==> src/rtl/hc595_pkg.sv <==
// Shared definitions for the 74HC595 chain driver.
// FSM state encodings and the PWM counter width.
package hc595_pkg;

    typedef enum logic [1:0] {
        ST_IDLE  = 2'd0,
        ST_SHIFT = 2'd1,
        ST_LATCH = 2'd2
    } state_t;

    localparam int PWM_W = 8;

endpackage

==> src/rtl/hc595_clk_div.sv <==
// Phase tick generator for the 595 driver.
// Ports: clk, rst_n, en (count enable, clears when low),
//        tick (one cycle every CLK_DIV enabled cycles).
module hc595_clk_div #(
    parameter int CLK_DIV = 4
) (
    input  logic clk,
    input  logic rst_n,
    input  logic en,
    output logic tick
);

    localparam int CW = (CLK_DIV > 1) ? $clog2(CLK_DIV) : 1;
    localparam logic [CW-1:0] LAST = CW'(CLK_DIV - 1);

    logic [CW-1:0] cnt;

    always_ff @(posedge clk or negedge rst_n) begin
        if (!rst_n) begin
            cnt <= '0;
        end else if (!en) begin
            cnt <= '0;
        end else if (cnt == LAST) begin
            cnt <= '0;
        end else begin
            cnt <= cnt + 1'b1;
        end
    end

    assign tick = en && (cnt == LAST);

endmodule

==> src/rtl/hc595_chain_drv.sv <==
// Serial driver for CHAIN_N cascaded 74HC595 shift registers.
// Ports: clk, rst_n, load/data (request), busy/done (status),
//        DS/SH_CP/ST_CP (595 pins); with HC595_OE_PWM_EN
//        defined also duty (brightness) and oe_n (output enable).
module hc595_chain_drv
    import hc595_pkg::*;
#(
    parameter int CHAIN_N   = 1,
    parameter int CLK_DIV   = 4,
    parameter int MSB_FIRST = 1
) (
    input  logic                 clk,
    input  logic                 rst_n,
    input  logic                 load,
    input  logic [8*CHAIN_N-1:0] data,
    output logic                 busy,
    output logic                 done,
    output logic                 DS,
    output logic                 SH_CP,
    output logic                 ST_CP
`ifdef HC595_OE_PWM_EN
    ,
    input  logic [7:0]           duty,
    output logic                 oe_n
`endif
);

    localparam int W  = 8 * CHAIN_N;
    localparam int BW = $clog2(W + 1);
    localparam logic [BW-1:0] LAST_BIT = BW'(W - 1);

    state_t         state_q;
    state_t         state_d;
    logic [W-1:0]   sreg;
    logic [BW-1:0]  bit_cnt;
    logic           tick;
    logic           sh_q;
    logic           st_q;
    logic           ds_q;
    logic           done_q;
    logic           accept;
    logic           bit_end;
    logic           last_bit;
    logic           latch_end;

    hc595_clk_div #(
        .CLK_DIV(CLK_DIV)
    ) u_div (
        .clk  (clk),
        .rst_n(rst_n),
        .en   (state_q != ST_IDLE),
        .tick (tick)
    );

    always_ff @(posedge clk or negedge rst_n) begin
        if (!rst_n) begin
            state_q <= ST_IDLE;
        end else begin
            state_q <= state_d;
        end
    end

    // A bit ends on the tick closing its SH_CP high half.
    always_comb begin
        state_d   = state_q;
        accept    = 1'b0;
        bit_end   = 1'b0;
        last_bit  = 1'b0;
        latch_end = 1'b0;
        unique case (state_q)
            ST_IDLE: begin
                if (load) begin
                    accept  = 1'b1;
                    state_d = ST_SHIFT;
                end
            end
            ST_SHIFT: begin
                if (tick && sh_q) begin
                    bit_end = 1'b1;
                    if (bit_cnt == LAST_BIT) begin
                        last_bit = 1'b1;
                        state_d  = ST_LATCH;
                    end
                end
            end
            ST_LATCH: begin
                if (tick) begin
                    latch_end = 1'b1;
                    state_d   = ST_IDLE;
                end
            end
            default: state_d = ST_IDLE;
        endcase
    end

    always_ff @(posedge clk or negedge rst_n) begin
        if (!rst_n) begin
            sreg    <= '0;
            bit_cnt <= '0;
            sh_q    <= 1'b0;
            st_q    <= 1'b0;
            ds_q    <= 1'b0;
            done_q  <= 1'b0;
        end else begin
            done_q <= latch_end;
            if (accept) begin
                sreg    <= data;
                bit_cnt <= '0;
                sh_q    <= 1'b0;
                ds_q    <= (MSB_FIRST != 0) ? data[W-1] : data[0];
            end
            if (state_q == ST_SHIFT && tick) begin
                sh_q <= ~sh_q;
            end
            // DS keeps the final bit once the word is out.
            if (bit_end && !last_bit) begin
                bit_cnt <= bit_cnt + 1'b1;
                if (MSB_FIRST != 0) begin
                    ds_q <= sreg[W-2];
                    sreg <= {sreg[W-2:0], 1'b0};
                end else begin
                    ds_q <= sreg[1];
                    sreg <= {1'b0, sreg[W-1:1]};
                end
            end
            if (last_bit) begin
                bit_cnt <= '0;
                st_q    <= 1'b1;
            end
            if (latch_end) begin
                st_q <= 1'b0;
            end
        end
    end

    assign busy  = (state_q != ST_IDLE);
    assign done  = done_q;
    assign DS    = ds_q;
    assign SH_CP = sh_q;
    assign ST_CP = st_q;

`ifdef HC595_OE_PWM_EN
    logic [PWM_W-1:0] pwm_cnt;
    logic             oe_q;

    // Full-scale duty forces the outputs on for the whole period.
    always_ff @(posedge clk or negedge rst_n) begin
        if (!rst_n) begin
            pwm_cnt <= '0;
            oe_q    <= 1'b1;
        end else begin
            pwm_cnt <= pwm_cnt + 1'b1;
            oe_q    <= ~((duty == 8'hFF) || (pwm_cnt < duty));
        end
    end

    assign oe_n = oe_q;
`endif

endmodule

==> config.mk <==
export PLATFORM = sky130hd
export DESIGN_NAME = hc595_chain_drv
export DESIGN_NICKNAME = d
export VERILOG_FILES = /design/src/rtl/hc595_pkg.sv /design/src/rtl/hc595_clk_div.sv /design/src/rtl/hc595_chain_drv.sv
export SDC_FILE = /design/constraint.sdc
export NUM_CORES = 1
export LEC_CHECK = 0
export ABC_AREA = 0
export BUFFER_PORTS_ARGS = -buffer_cell sky130_fd_sc_hd__buf_2
export CAP_MARGIN = 20
export CORE_AREA = 2 2 43 55
export DETAILED_ROUTE_END_ITERATION = 16
export DIE_AREA = 0 0 45 57
export HOLD_SLACK_MARGIN = 0.08
export PLACE_DENSITY_LB_ADDON = 0.1
export SKIP_CTS_REPAIR_TIMING = 1
export SLEW_MARGIN = 40
export SYNTH_ARGS = -nofsm -noshare
export SYNTH_HDL_FRONTEND = slang
export SYNTH_SLANG_ARGS = --single-unit
==> constraint.sdc <==
create_clock -name clk -period 1.9 [get_ports clk]
set_clock_uncertainty 0.05 [all_clocks]
set_input_delay 0.095 -clock clk [delete_from_list [all_inputs] [get_ports clk]]
set_output_delay 0.095 -clock clk [all_outputs]
set_load 0.05 [all_outputs]
After elaboration in Yosys (flattened, before gate mapping)
Cells that the tools add are included.
- $add $sub $neg: 2
- equality and inequality tests: 8
- muxes and demuxes: 27
- bitwise gates (word level): 1
- reduce and logical (&&, ||, !) cells: 12
- operators with widths (cell ; number):
    1-bit two-way mux ; 15
    7-bit two-way mux ; 2
    2-bit two-way mux ; 6
    4-bit two-way mux ; 3
    2-bit inequality test (second input constant) ; 4
    2-bit nonzero test ; 4
    2-bit one-hot mux with 3 select lines ; 1
    4-bit by 1-bit adder with 4-bit output (second input constant) ; 1
    2-bit equality test (second input constant) ; 2
    4-bit by 3-bit equality test with 1-bit output (second input constant) ; 1
    1-bit logical AND ; 4
    4-bit AND reduction ; 1
    3-bit nonzero test ; 1
    2-bit by 1-bit adder with 2-bit output (second input constant) ; 1
    2-bit by 1-bit equality test with 1-bit output (second input constant) ; 1
    2-bit logical NOT ; 1
    1-bit logical NOT ; 1
    1-bit NOT ; 1
- flip-flop bits (word level): 19
- input port bits: 11
- output and inout bits: 5
- logic and storage cells: 58

Depth between registers and ports, before layout
Gate-level depths: netlist of the first run.
- depth in word-level cells: 9
- depth in mapped cells: 5
- gate-level depth less buffers: 4

By module
Synthesis of the first run repeated with hierarchy kept, for this count alone.
- cell total of the unflattened synthesis: 76
- area total of the unflattened synthesis: 997.2 um2
- modules (own cells, without submodules) (module ; times used ; cells each ; area each (um2) ; sequential area each (um2)):
    hc595_chain_drv ; 1 ; 70 ; 908.4 ; 425.4
    hc595_clk_div ; 1 ; 6 ; 88.8 ; 50.0

Least setup slack after synthesis of the first run
No wires, ideal clock.
- path kind: flip-flop to flip-flop
- start: register sh_q (netlist: SH_CP)
- end: register bit_cnt[3]
- data arrival time: 1.486 ns
- required time: 1.732 ns
- setup slack: 0.246 ns
- cell stages (with the launch flop): 4
- buffers on the path: 0
- clock period less this slack: 1.654 ns
- path through: dfrtp_1 > and4b_4 > mux2_2 > a21o_1
- cells in the longest elaborated chain, start to end: 7
- ends and longest elaborated chain (what ; line ; text):
    from (decl) ; hc595_chain_drv.sv:37 ; logic sh_q;
    from (signal assigned) ; hc595_chain_drv.sv:113 ; sh_q <= ~sh_q;
    1-bit logical AND * ; hc595_chain_drv.sv:78 ; if (tick && sh_q) begin
    1-bit two-way mux ; hc595_chain_drv.sv:78 ;
    1-bit two-way mux ; hc595_chain_drv.sv:70 ; unique case (state_q)
    1-bit logical NOT ; hc595_chain_drv.sv:116 ; if (bit_end && !last_bit) begin
    1-bit logical AND ; hc595_chain_drv.sv:116 ;
    4-bit two-way mux ; hc595_chain_drv.sv:116 ;
    4-bit two-way mux ; hc595_chain_drv.sv:126 ; if (last_bit) begin
    to (signal assigned) ; hc595_chain_drv.sv:117 ; bit_cnt <= bit_cnt + 1'b1;
    to (decl) ; hc595_chain_drv.sv:35 ; logic [BW-1:0] bit_cnt;
Mark *: on every way between the ends. The rest lies on a longest branch, timed or not.
A chain may end at the register's enable or synchronous reset.

Final worst setup path of the first run
- start: register u_div.cnt[0]
- end: register sreg[1]
- cells in the longest elaborated chain, start to end: 8
- ends and longest elaborated chain (what ; line ; text):
    from (decl) ; hc595_clk_div.sv:16 ; logic [CW-1:0] cnt;
    from (signal assigned) ; hc595_clk_div.sv:26 ; cnt <= cnt + 1'b1;
    2-bit equality test * ; hc595_clk_div.sv:30 ; assign tick = en && (cnt == LAST);
    1-bit logical AND * ; hc595_clk_div.sv:30 ;
    1-bit logical AND * ; hc595_chain_drv.sv:78 ;
    1-bit two-way mux ; hc595_chain_drv.sv:78 ;
    1-bit two-way mux ; hc595_chain_drv.sv:70 ;
    1-bit logical NOT ; hc595_chain_drv.sv:116 ;
    1-bit logical AND * ; hc595_chain_drv.sv:116 ;
    7-bit two-way mux or 2-bit nonzero test (tied branches) ; -- ;
    to (signal assigned) ; hc595_chain_drv.sv:107 ; sreg <= data;
    to (signal assigned) ; hc595_chain_drv.sv:120 ; sreg <= {sreg[W-2:0], 1'b0};
    to (signal assigned) ; hc595_chain_drv.sv:123 ; sreg <= {1'b0, sreg[W-1:1]};
    to (decl) ; hc595_chain_drv.sv:34 ; logic [W-1:0] sreg;
Marks and branches as above.

==> run summary, run 1 <==
status - completed
# clock sinks - 19
Syn Nets - 89
CTS tree - built
Worst-Skew Late Latency - 0.29 ns
cell count after placement - 112
DRT iter0 DRCs - 17
vias per cell - 5.57
Min Clock Period, post-route - 1.74 ns
actual slew at the worst max-slew pin - 0.522 ns
Buffers on Ports - 15
P_int - 0.808 mW
die area - 2570 µm²
hold path cells - 4
mux share of post-synthesis cell area - 3.67%
min-delay src - load
gr ovfl total - 0
Max clock buf depth - 2
sequential area share after synthesis - 53.6%
combinational share of power - 33.4%
XOR/XNOR share of the synthesized area - 0%
Die X-Extent - 45 µm
CP required - 2.08 ns
fin crit share - 91.7%
# H-tree levels - 1
share of layout cells above drive strength 1 - 26.0%
worst r2r src - u_div.cnt[0]
Ys Warns - 0
num ports - 16
Cell Count, Final, Fillers Out - 125
RSZ-0062 raised after global routing - no
Reg power frac - 50.2%
Max Slew Vio Count - 0
highest-count cells in the layout ignoring fill and taps - 19 x dfrtp_1, 15 x buf_2, 9 x dlygate4sd3_1, 7 x and3_1, 7 x a221o_1
crit start category - flop
R2R setup slack - 0.16 ns
crit path from - u_div.cnt[0]
Hold Path Class - in2reg
Worst Path Max Fanout - 12
#FFs+latches synth - 19
max-cap viol count - 0
Synth Area in Adders - 2.82%
Clock transition at path regs - 0.10 ns
Die Ht - 57 µm
final core occ - 52.9%
Slew HR - 65.2%
Avg WL per Cell - 13.6 µm
synthesized area - 887 µm²
drt drc - 0
reg2reg end - sreg[1]
Critical Path AT - 1.92 ns
Placeable Area - 2090 µm²
Simple-Gate Fraction of Synth Area - 19.2%
antenna violations before repair - 0
pin count of the biggest net entering global routing - 20
Power Density - 1120 nW/µm²
n_diodes - 0
post-synthesis compound-gate area fraction - 17.2%
Setup violations, final - 0
setup TNS - 0 ns
post-route ant nets - 0
switching share of total power - 34.8%
number of buffers created by CTS - 3
GRT Util Overall - 13.8%
Fillers - 186
Post-Synthesis Cells - 76
Routed Wire Length - 1710 µm
Initial Util - 42.4%
main combinational cell family by area after synthesis - simple AND/OR/NAND/NOR gates
Psw - 0.432 mW
# rows - 19
number of global-route vias before repair - 611
VDD IR max - 0.703 mV
synth unique cells - 29
Setup CP Type - reg2reg
CP Capture Type - flop
Final #Nets - 118
Syn Area/Cell - 11.7 µm²
first-pass GRT wire length - 2640 µm
Layout area overhead - 24.8%
Worst Reg-to-Reg Cells - 4
gpl congestion - 0.849
part of the power in the clock network - 16.4%
vias after detailed routing - 696
Max Clk Rate - 0.574 GHz
hpwl dp - 1180 µm
Lkg Pwr - 0.538 nW
Hold Crit Endpoint - SH_CP
final hold vios - 0
clock root buffer - clkbuf_4
first drt pass iteration count - 4
commonest non-fill, non-tap cell in the layout - dfrtp_1
[cell usage after synthesis]
cell	count	area share [%]
o31ai_1	1	0.85
dfrtp_1	19	54
clkbuf_2	1	0.56
a211oi_1	1	0.85
buf_6	1	1.3
or3b_4	1	1.3
clkbuf_1	1	0.42
a221o_1	7	7.9
and3_2	1	0.85
nor4_1	1	0.71
and4b_4	1	1.6
inv_1	3	1.3
a21o_1	1	0.85
o21ai_0	3	1.7
mux2_2	2	2.5
nor2_1	3	1.3
nand3b_1	1	0.85
a32o_1	1	1.1
o32ai_1	1	0.99
nor3b_4	1	2.1
nand4b_1	1	0.99
and3_1	7	4.9
a21oi_1	4	2.3
ha_1	2	2.8
and2_1	2	1.4
mux2i_1	1	1.1
nand2_1	5	2.1
nand3_1	2	1.1
o22ai_1	1	0.71
[worst max path at each step]
stage                             to  slack [ns]  cells past startpoint
after CTS                    sreg[1]        0.17                      4
final                        sreg[1]        0.16                      4
after global placement       sreg[1]        0.24                      4
after global routing         sreg[1]        0.01                      4
after floorplan           bit_cnt[3]        0.25                      3
after detailed placement     sreg[1]        0.19                      4
[flip-flops by register name, indices dropped and copies added (netlist names)]
name       cells
DS             1
state_q        2
bit_cnt        4
SH_CP          1
u_div.cnt      2
ST_CP          1
sreg           7
done           1
[worst max-delay path: stages, from the launching register on]
cell	delay, ns
dfrtp_1	0.39
ha_1	0.28
and4b_4	0.29
a21oi_1	0.43
a221o_1	0.24
[layer usage]
metal  wire [µm]  global-route usage (%)
met1         833                    19.5
met2         790                    20.2
met3          65                    1.90
met4          16                    7.56
met5           0                       0
[stage by stage]
| stage | power, mW | setup WS (ns) | instance area, µm² | hold WS, ns |
|---|---|---|---|---|
| final | 1.24 | 0.157 | 1110 | 0.120 |
| after detailed placement | 1.03 | 0.188 | 991 | 0.00354 |
| after CTS | 1.23 | 0.165 | 1020 | -0.323 |
| after global placement | 1.03 | 0.235 | 991 | 0.000404 |
| after floorplan | 0.921 | 0.246 | 887 | -0.251 |
| after global routing | 1.33 | 0.0113 | 1110 | 0.158 |
[power by group through the flow]
stage	Clock (mW)	Combinational [mW]	Sequential [mW]
finish	0.203	0.414	0.622
global route	0.230	0.464	0.638
CTS	0.208	0.405	0.621
detailed placement	0	0.402	0.629
global placement	0	0.402	0.629
floorplan	0	0.246	0.675
[area by class of cell]
class                           count  area (µm²)  area share (%)
Clock buffer                        4        26.3            2.37
Inverter                            3        11.3            1.02
Multi-Input combinational cell     51         380            34.4
Sequential cell                    19         475            42.9
Tap cell                           21        26.3            2.37
Timing Repair Buffer               27         188            16.9
[cells by family (layout without fill, tap and decap cells)]
kind of cell | after synthesis | in the layout
flip-flops | 19 | 19
AO/OA/AOI/OAI | 20 | 20
adder cells (fa/ha/maj) | 2 | 2
buffers and inverters | 6 | 34
multiplexers | 3 | 3
AND/OR/NAND/NOR | 26 | 26
(Power assumes the default switching activity.)
==> inputs of run 2 (changes only) <==
Settings changed: ABC_AREA 0 to 1, CORE_AREA 2 2 43 55 to 2 2 44 56, DIE_AREA 0 0 45 57 to 0 0 46 58.
==> run summary, run 2 <==
Yosys top cell by area - dfrtp_1 (unchanged)
Largest regs - sreg x7, bit_cnt x4 (unchanged)
post-route ant nets - 0 (unchanged)
Layout area overhead - 19.1% (was 24.8%)
setup TNS - 0 ns (unchanged)
VDD IR max - 0.416 mV (was 0.703 mV)
number of buffers created by CTS - 3 (unchanged)
#FFs+latches synth - 19 (unchanged)
sequential area share after synthesis - 50.0% (was 53.6%)
delay-heaviest family, CP - simple AND/OR/NAND/NOR gates (was compound AO/OA/AOI/OAI gates)
Placeable Area - 2140 µm² (was 2090 µm²)
Min Clock Period, post-route - 1.41 ns (was 1.74 ns)
pin count of the biggest net entering global routing - 20 (unchanged)
antenna violations before repair - 0 (unchanged)
Worst path max stage delay - 0.36 ns (was 0.43 ns)
Slew HR - 71.7% (was 65.2%)
Post-synth EDFFs - 0 (unchanged)
Max Clk Rate - 0.707 GHz (was 0.574 GHz)
hpwl dp - 1160 µm (was 1180 µm)
Post-Synthesis Cells - 111 (was 76)
top-area cell type share of the netlist area - 50.0% (was 53.6%)
hold path cells - 5 (was 4)
synth top area cells - dfrtp_1 50%, nand2_1 14%, nand3_1 8.4%, inv_1 4.7%, buf_6 3.6% (was dfrtp_1 54%, a221o_1 7.9%, and3_1 4.9%, ha_1 2.8%, mux2_2 2.5%)
gr ovfl total - 0 (unchanged)
final hold vios - 0 (unchanged)
RSZ-0062 raised after global routing - no (unchanged)
Routed Wire Length - 1660 µm (was 1710 µm)
GRT Util Overall - 15.1% (was 13.8%)
Worst Reg-to-Reg Cells - 8 (was 4)
# rows - 19 (unchanged)
largest register by flop count - sreg (unchanged)
Cell Count, Final, Fillers Out - 157 (was 125)
Final #Nets - 150 (was 118)
Post-synth top cells - 36 x nand2_1, 19 x dfrtp_1, 16 x nand3_1 (was 19 x dfrtp_1, 7 x a221o_1, 7 x and3_1)
ys async rst share - 100% (unchanged)
Avg WL per Cell - 10.5 µm (was 13.6 µm)
Crit-path slowest cell - dfrtp_1 (was a21oi_1)
CP most frequent cell - nand2_1
most numerous cell in the Yosys netlist - nand2_1 (was dfrtp_1)
Setup CP Type - reg2reg (unchanged)
Syn Nets - 124 (was 89)
CP Capture Type - flop (unchanged)
fin crit share - 74.4% (was 91.7%)
Critical Path AT - 1.60 ns (was 1.92 ns)
synth unique cells - 23 (was 29)
Buffers on Ports - 15 (unchanged)
number of global-route vias before repair - 665 (was 611)
Initial Util - 44.4% (was 42.4%)
DRT iter0 DRCs - 12 (was 17)
# H-tree levels - 1 (unchanged)
n_diodes - 0 (unchanged)
Ys Warns - 0 (unchanged)
highest-count cells in the layout ignoring fill and taps - 36 x nand2_1, 19 x dfrtp_1, 16 x nand3_1, 15 x buf_2, 12 x inv_1 (was 19 x dfrtp_1, 15 x buf_2, 9 x dlygate4sd3_1, 7 x and3_1, 7 x a221o_1)
Worst-Skew Late Latency - 0.29 ns (about the same)
vias after detailed routing - 764 (was 696)
max-cap viol count - 0 (unchanged)
synthesized area - 951 µm² (was 887 µm²)
Crit path buffers/inverters - 2 (was 0)
Hold Path Class - in2reg (unchanged)
CP required - 2.09 ns (was 2.08 ns)
Die Ht - 58 µm (was 57 µm)
max FFs per register - 7 (unchanged)
vias per cell - 4.87 (was 5.57)
Syn Area/Cell - 8.57 µm² (was 11.7 µm²)
Power Density - 562 nW/µm² (was 1120 nW/µm²)
Crit path depth - 8 (was 4)
Lkg Pwr - 0.611 nW (was 0.538 nW)
actual slew at the worst max-slew pin - 0.425 ns (was 0.522 ns)
first-pass GRT wire length - 2990 µm (was 2640 µm)
share of layout cells above drive strength 1 - 22.1% (was 26.0%)
# clock sinks - 19 (unchanged)
die area - 2670 µm² (was 2570 µm²)
Primary FF master, synth - dfrtp_1 (unchanged)
Max Slew Vio Count - 0 (unchanged)
status - completed (unchanged)
gpl congestion - 0.767 (was 0.849)
crit start category - flop (unchanged)
drt drc - 0 (unchanged)
Setup violations, final - 0 (unchanged)
CTS tree - built (unchanged)
Max clock buf depth - 2 (unchanged)
first drt pass iteration count - 4 (unchanged)
Fillers - 205 (was 186)
Clock transition at path regs - 0.10 ns (about the same)
Die X-Extent - 46 µm (was 45 µm)
num ports - 16 (unchanged)
Worst Path Max Fanout - 10 (was 12)
commonest non-fill, non-tap cell in the layout - nand2_1 (was dfrtp_1)
clock root buffer - clkbuf_4 (unchanged)
critical path, cell by cell - ha_1, nand2_1, nor2_2, buf_4, nand3_1, nand2_1, inv_1, nand2_1 (was ha_1, and4b_4, a21oi_1, a221o_1)
cell count after placement - 145 (was 112)
run 2: stage by stage:
stage	hold WS [ns]	instance area, µm²	total power [mW]	utilization (%)	setup WS (ns)
floorplan	-0.251	951	0.412	-	0.485
finish	0.0266	1130	0.636	52.9	0.486
CTS	-0.317	1050	0.632	49.2	0.486
global placement	0.0122	1030	0.430	48.0	0.523
detailed placement	0.0111	1030	0.430	48.0	0.516
global route	0.0806	1130	0.667	52.9	0.292
run 2: worst min-delay path, cell delays in order:
cell	delay (ns)
buf_2	0.07
nand2_1	0.04
nand2_1	0.05
inv_1	0.03
nand2_1	0.04
run 2: cells by family after synthesis:
logic type / after synthesis / share of synthesized area (%)
buffers and inverters: 17 / 9.60
adders and majority gates: 2 / 2.63
DFF: 19 / 50.0
xor gates and xnor gates: 1 / 0.921
and+or+nand+nor: 65 / 31.8
AOI/OAI and AO/OA: 7 / 5.00
run 2: power breakdown:
part / internal, mW / switching [mW] / total (mW) / leakage [nW]
Sequential: 0.404 / 0 / 0.404 / 0.241
Combinational: 0.0177 / 0.0119 / 0.0297 / 0.355
Clock: 0.0817 / 0.120 / 0.202 / 0.0150
Total: 0.504 / 0.132 / 0.636 / 0.611
run 2: cell type report:
type                       count  area (µm²)  area share (%)
sequential                    19         475            42.0
multi-input combinational     75         384            33.9
timing repair buffer          24         163            14.4
inverter                      14        57.6            5.08
clock buffer                   4        26.3            2.32
tap                           21        26.3            2.32
run 2: final timing paths:
kind | from | end | slack, ns
setup / recovery | u_div.cnt[0] | sreg[3] | 0.49
hold / removal | data[1] | sreg[1] | 0.03
setup reg to reg | u_div.cnt[0] | sreg[3] | 0.49
hold reg to reg | u_div.cnt[0] | u_div.cnt[0] | 0.40
max in group asynchronous | rst_n | sreg[0] | 1.29
min in group asynchronous | rst_n | done | 0.21
run 2: layer usage:
layer | share of wire [%] | GRT usage [%]
met2 | 48 | 21.4
met3 | 1.9 | 2.80
met5 | 0 | 0
met1 | 48 | 21.9
met4 | 1.8 | 7.35
==> inputs of run 3 (changes only) <==
Clock period 1.9 ns to 1.16 ns, I/O delays scaled along.
==> run summary, run 3 (synthesized netlist as in run 2, its figures left out) <==
final hold vios - 0 (unchanged)
reg2reg end - sreg[5] (was sreg[3])
hpwl dp - 1450 µm (was 1160 µm)
pin count of the biggest net entering global routing - 20 (unchanged)
# H-tree levels - 1 (unchanged)
post-route ant nets - 0 (unchanged)
RSZ-0062 raised after global routing - yes (was no)
actual slew at the worst max-slew pin - 0.426 ns (was 0.425 ns)
R2R setup slack - -0.08 ns (was 0.49 ns)
CP Capture Type - output pin (was flop)
Initial Util - 44.4% (unchanged)
highest-count cells in the layout ignoring fill and taps - 33 x nand2_1, 17 x dfrtp_1, 15 x nand3_1, 14 x buf_2, 12 x buf_4 (was 36 x nand2_1, 19 x dfrtp_1, 16 x nand3_1, 15 x buf_2, 12 x inv_1)
# clock sinks - 19 (unchanged)
Reg power frac - 62.9% (was 63.5%)
final core occ - 62.7% (was 52.9%)
clock root buffer - clkbuf_4 (unchanged)
Clock transition at path regs - 0.10 ns (about the same)
fin crit share - 107%
n_diodes - 0 (unchanged)
Max clock buf depth - 2 (unchanged)
Min Clock Period, post-route - 1.24 ns
max-cap viol count - 0 (unchanged)
Die X-Extent - 46 µm (unchanged)
Lkg Pwr - 0.712 nW (was 0.611 nW)
Cell Count, Final, Fillers Out - 173 (was 157)
gpl congestion - 0.784 (was 0.767)
Critical Path AT - 1.14 ns (was 1.60 ns)
vias after detailed routing - 856 (was 764)
Max Slew Vio Count - 0 (unchanged)
Power Density - 784 nW/µm² (was 562 nW/µm²)
violated checks - setup timing
status - finished with violations (was completed)
switching share of total power - 21.2% (was 20.8%)
Layout area overhead - 41.2% (was 19.1%)
vias per cell - 4.95 (was 4.87)
Setup CP Type - reg2out (was reg2reg)
Psw - 0.223 mW (was 0.132 mW)
number of buffers created by CTS - 3 (unchanged)
Worst-Skew Late Latency - 0.30 ns (was 0.29 ns)
CTS tree - built (unchanged)
Die Ht - 58 µm (unchanged)
P_int - 0.830 mW (was 0.504 mW)
share of layout cells above drive strength 1 - 35.5% (was 22.1%)
crit path from - state_q[0] (was u_div.cnt[0])
Final #Nets - 166 (was 150)
Fillers - 204 (was 205)
Buffers on Ports - 15 (unchanged)
largest register by flop count - sreg (unchanged)
first-pass GRT wire length - 3320 µm (was 2990 µm)
Slew HR - 71.6% (was 71.7%)
worst r2r src - u_div.cnt[0] (unchanged)
DRT iter0 DRCs - 10 (was 12)
GRT Util Overall - 16.9% (was 15.1%)
drt drc - 0 (unchanged)
number of global-route vias before repair - 835 (was 665)
crit start category - flop (unchanged)
Max Clk Rate - 0.803 GHz
slack of the critical path - -0.0847 ns (was 0.486 ns)
Setup violations, final - 15 (was 0)
max FFs per register - 7 (unchanged)
die area - 2670 µm² (unchanged)
num ports - 16 (unchanged)
gr ovfl total - 0 (unchanged)
Routed Wire Length - 1940 µm (was 1660 µm)
part of the power in the clock network - 31.9% (was 31.8%)
VDD IR max - 0.679 mV (was 0.416 mV)
Avg WL per Cell - 11.2 µm (was 10.5 µm)
Hold Path Class - in2async (was in2reg)
Worst Reg-to-Reg Cells - 8 (unchanged)
Worst Path Max Fanout - 3 (was 10)
cell count after placement - 158 (was 145)
Largest regs - sreg x7, bit_cnt x4 (unchanged)
first drt pass iteration count - 4 (unchanged)
antenna violations before repair - 0 (unchanged)
Placeable Area - 2140 µm² (unchanged)
commonest non-fill, non-tap cell in the layout - nand2_1 (unchanged)
combinational share of power - 5.3% (was 4.7%)
# rows - 19 (unchanged)
CP required - 1.05 ns (was 2.09 ns)
## run 3: cell count changes in the layout (fill, tap and decap cells not counted), sizes merged
cell / previous run / this run
buf: 16 / 30
dlygate4sd3: 8 / 10
## run 3: layout make-up
class	instances	area, µm²	share of cell area (%)
Sequential cell	19	478	35.6
Multi-Input combinational cell	75	434	32.3
Timing Repair Buffer	40	318	23.7
Inverter	14	60.1	4.47
Clock buffer	4	26.3	1.96
Tap cell	21	26.3	1.96
## run 3: how the worst max path moves through the flow
stage                     depth (start not counted)    endpoint
final                                             4        busy
after global routing                              8     sreg[5]
after CTS                                         4        busy
after detailed placement                          6  bit_cnt[3]
after global placement                            6  bit_cnt[0]
after floorplan                                   6     sreg[1]
## run 3: worst max-delay path, stage by stage (launching register included)
cell and delay, ns:
dfrtp_1 0.45, buf_6 0.15, inv_4 0.04, nand2_2 0.05, buf_8 0.14
## run 3: power groups by stage
stage	Sequential [mW]	Combinational [mW]	Clock, mW
finish	0.662	0.0554	0.335
global route	0.662	0.0615	0.377
CTS	0.662	0.0301	0.350
detailed placement	0.675	0.0299	0
global placement	0.675	0.0295	0
floorplan	0.675	0.00000115	0
## run 3: stage by stage
step	total power, mW	setup TNS, ns	setup WS [ns]	cell area (µm²)	hold WS, ns
3_3_place_gp	0.704	-0.711	-0.0802	1160	-0.0351
5_1_grt	1.10	-2.03	-0.161	1340	0.211
3_5_place_dp	0.705	-1.15	-0.112	1160	-0.0300
4_1_cts	1.04	-1.53	-0.148	1190	-0.365
6_report	1.05	-0.707	-0.0847	1340	0.165
2_1_floorplan	0.675	-0.280	-0.0331	980	-0.288
## run 3: per-layer routing
layer / track usage [%] / vias to the layer above / share of wire (%)
met5: 0 / - / 0
met4: 8.98 / 0 / 2.3
met3: 2.18 / 5 / 2.2
met2: 28.4 / 15 / 51
met1: 20.1 / 404 / 44
li1: - / 432 / -
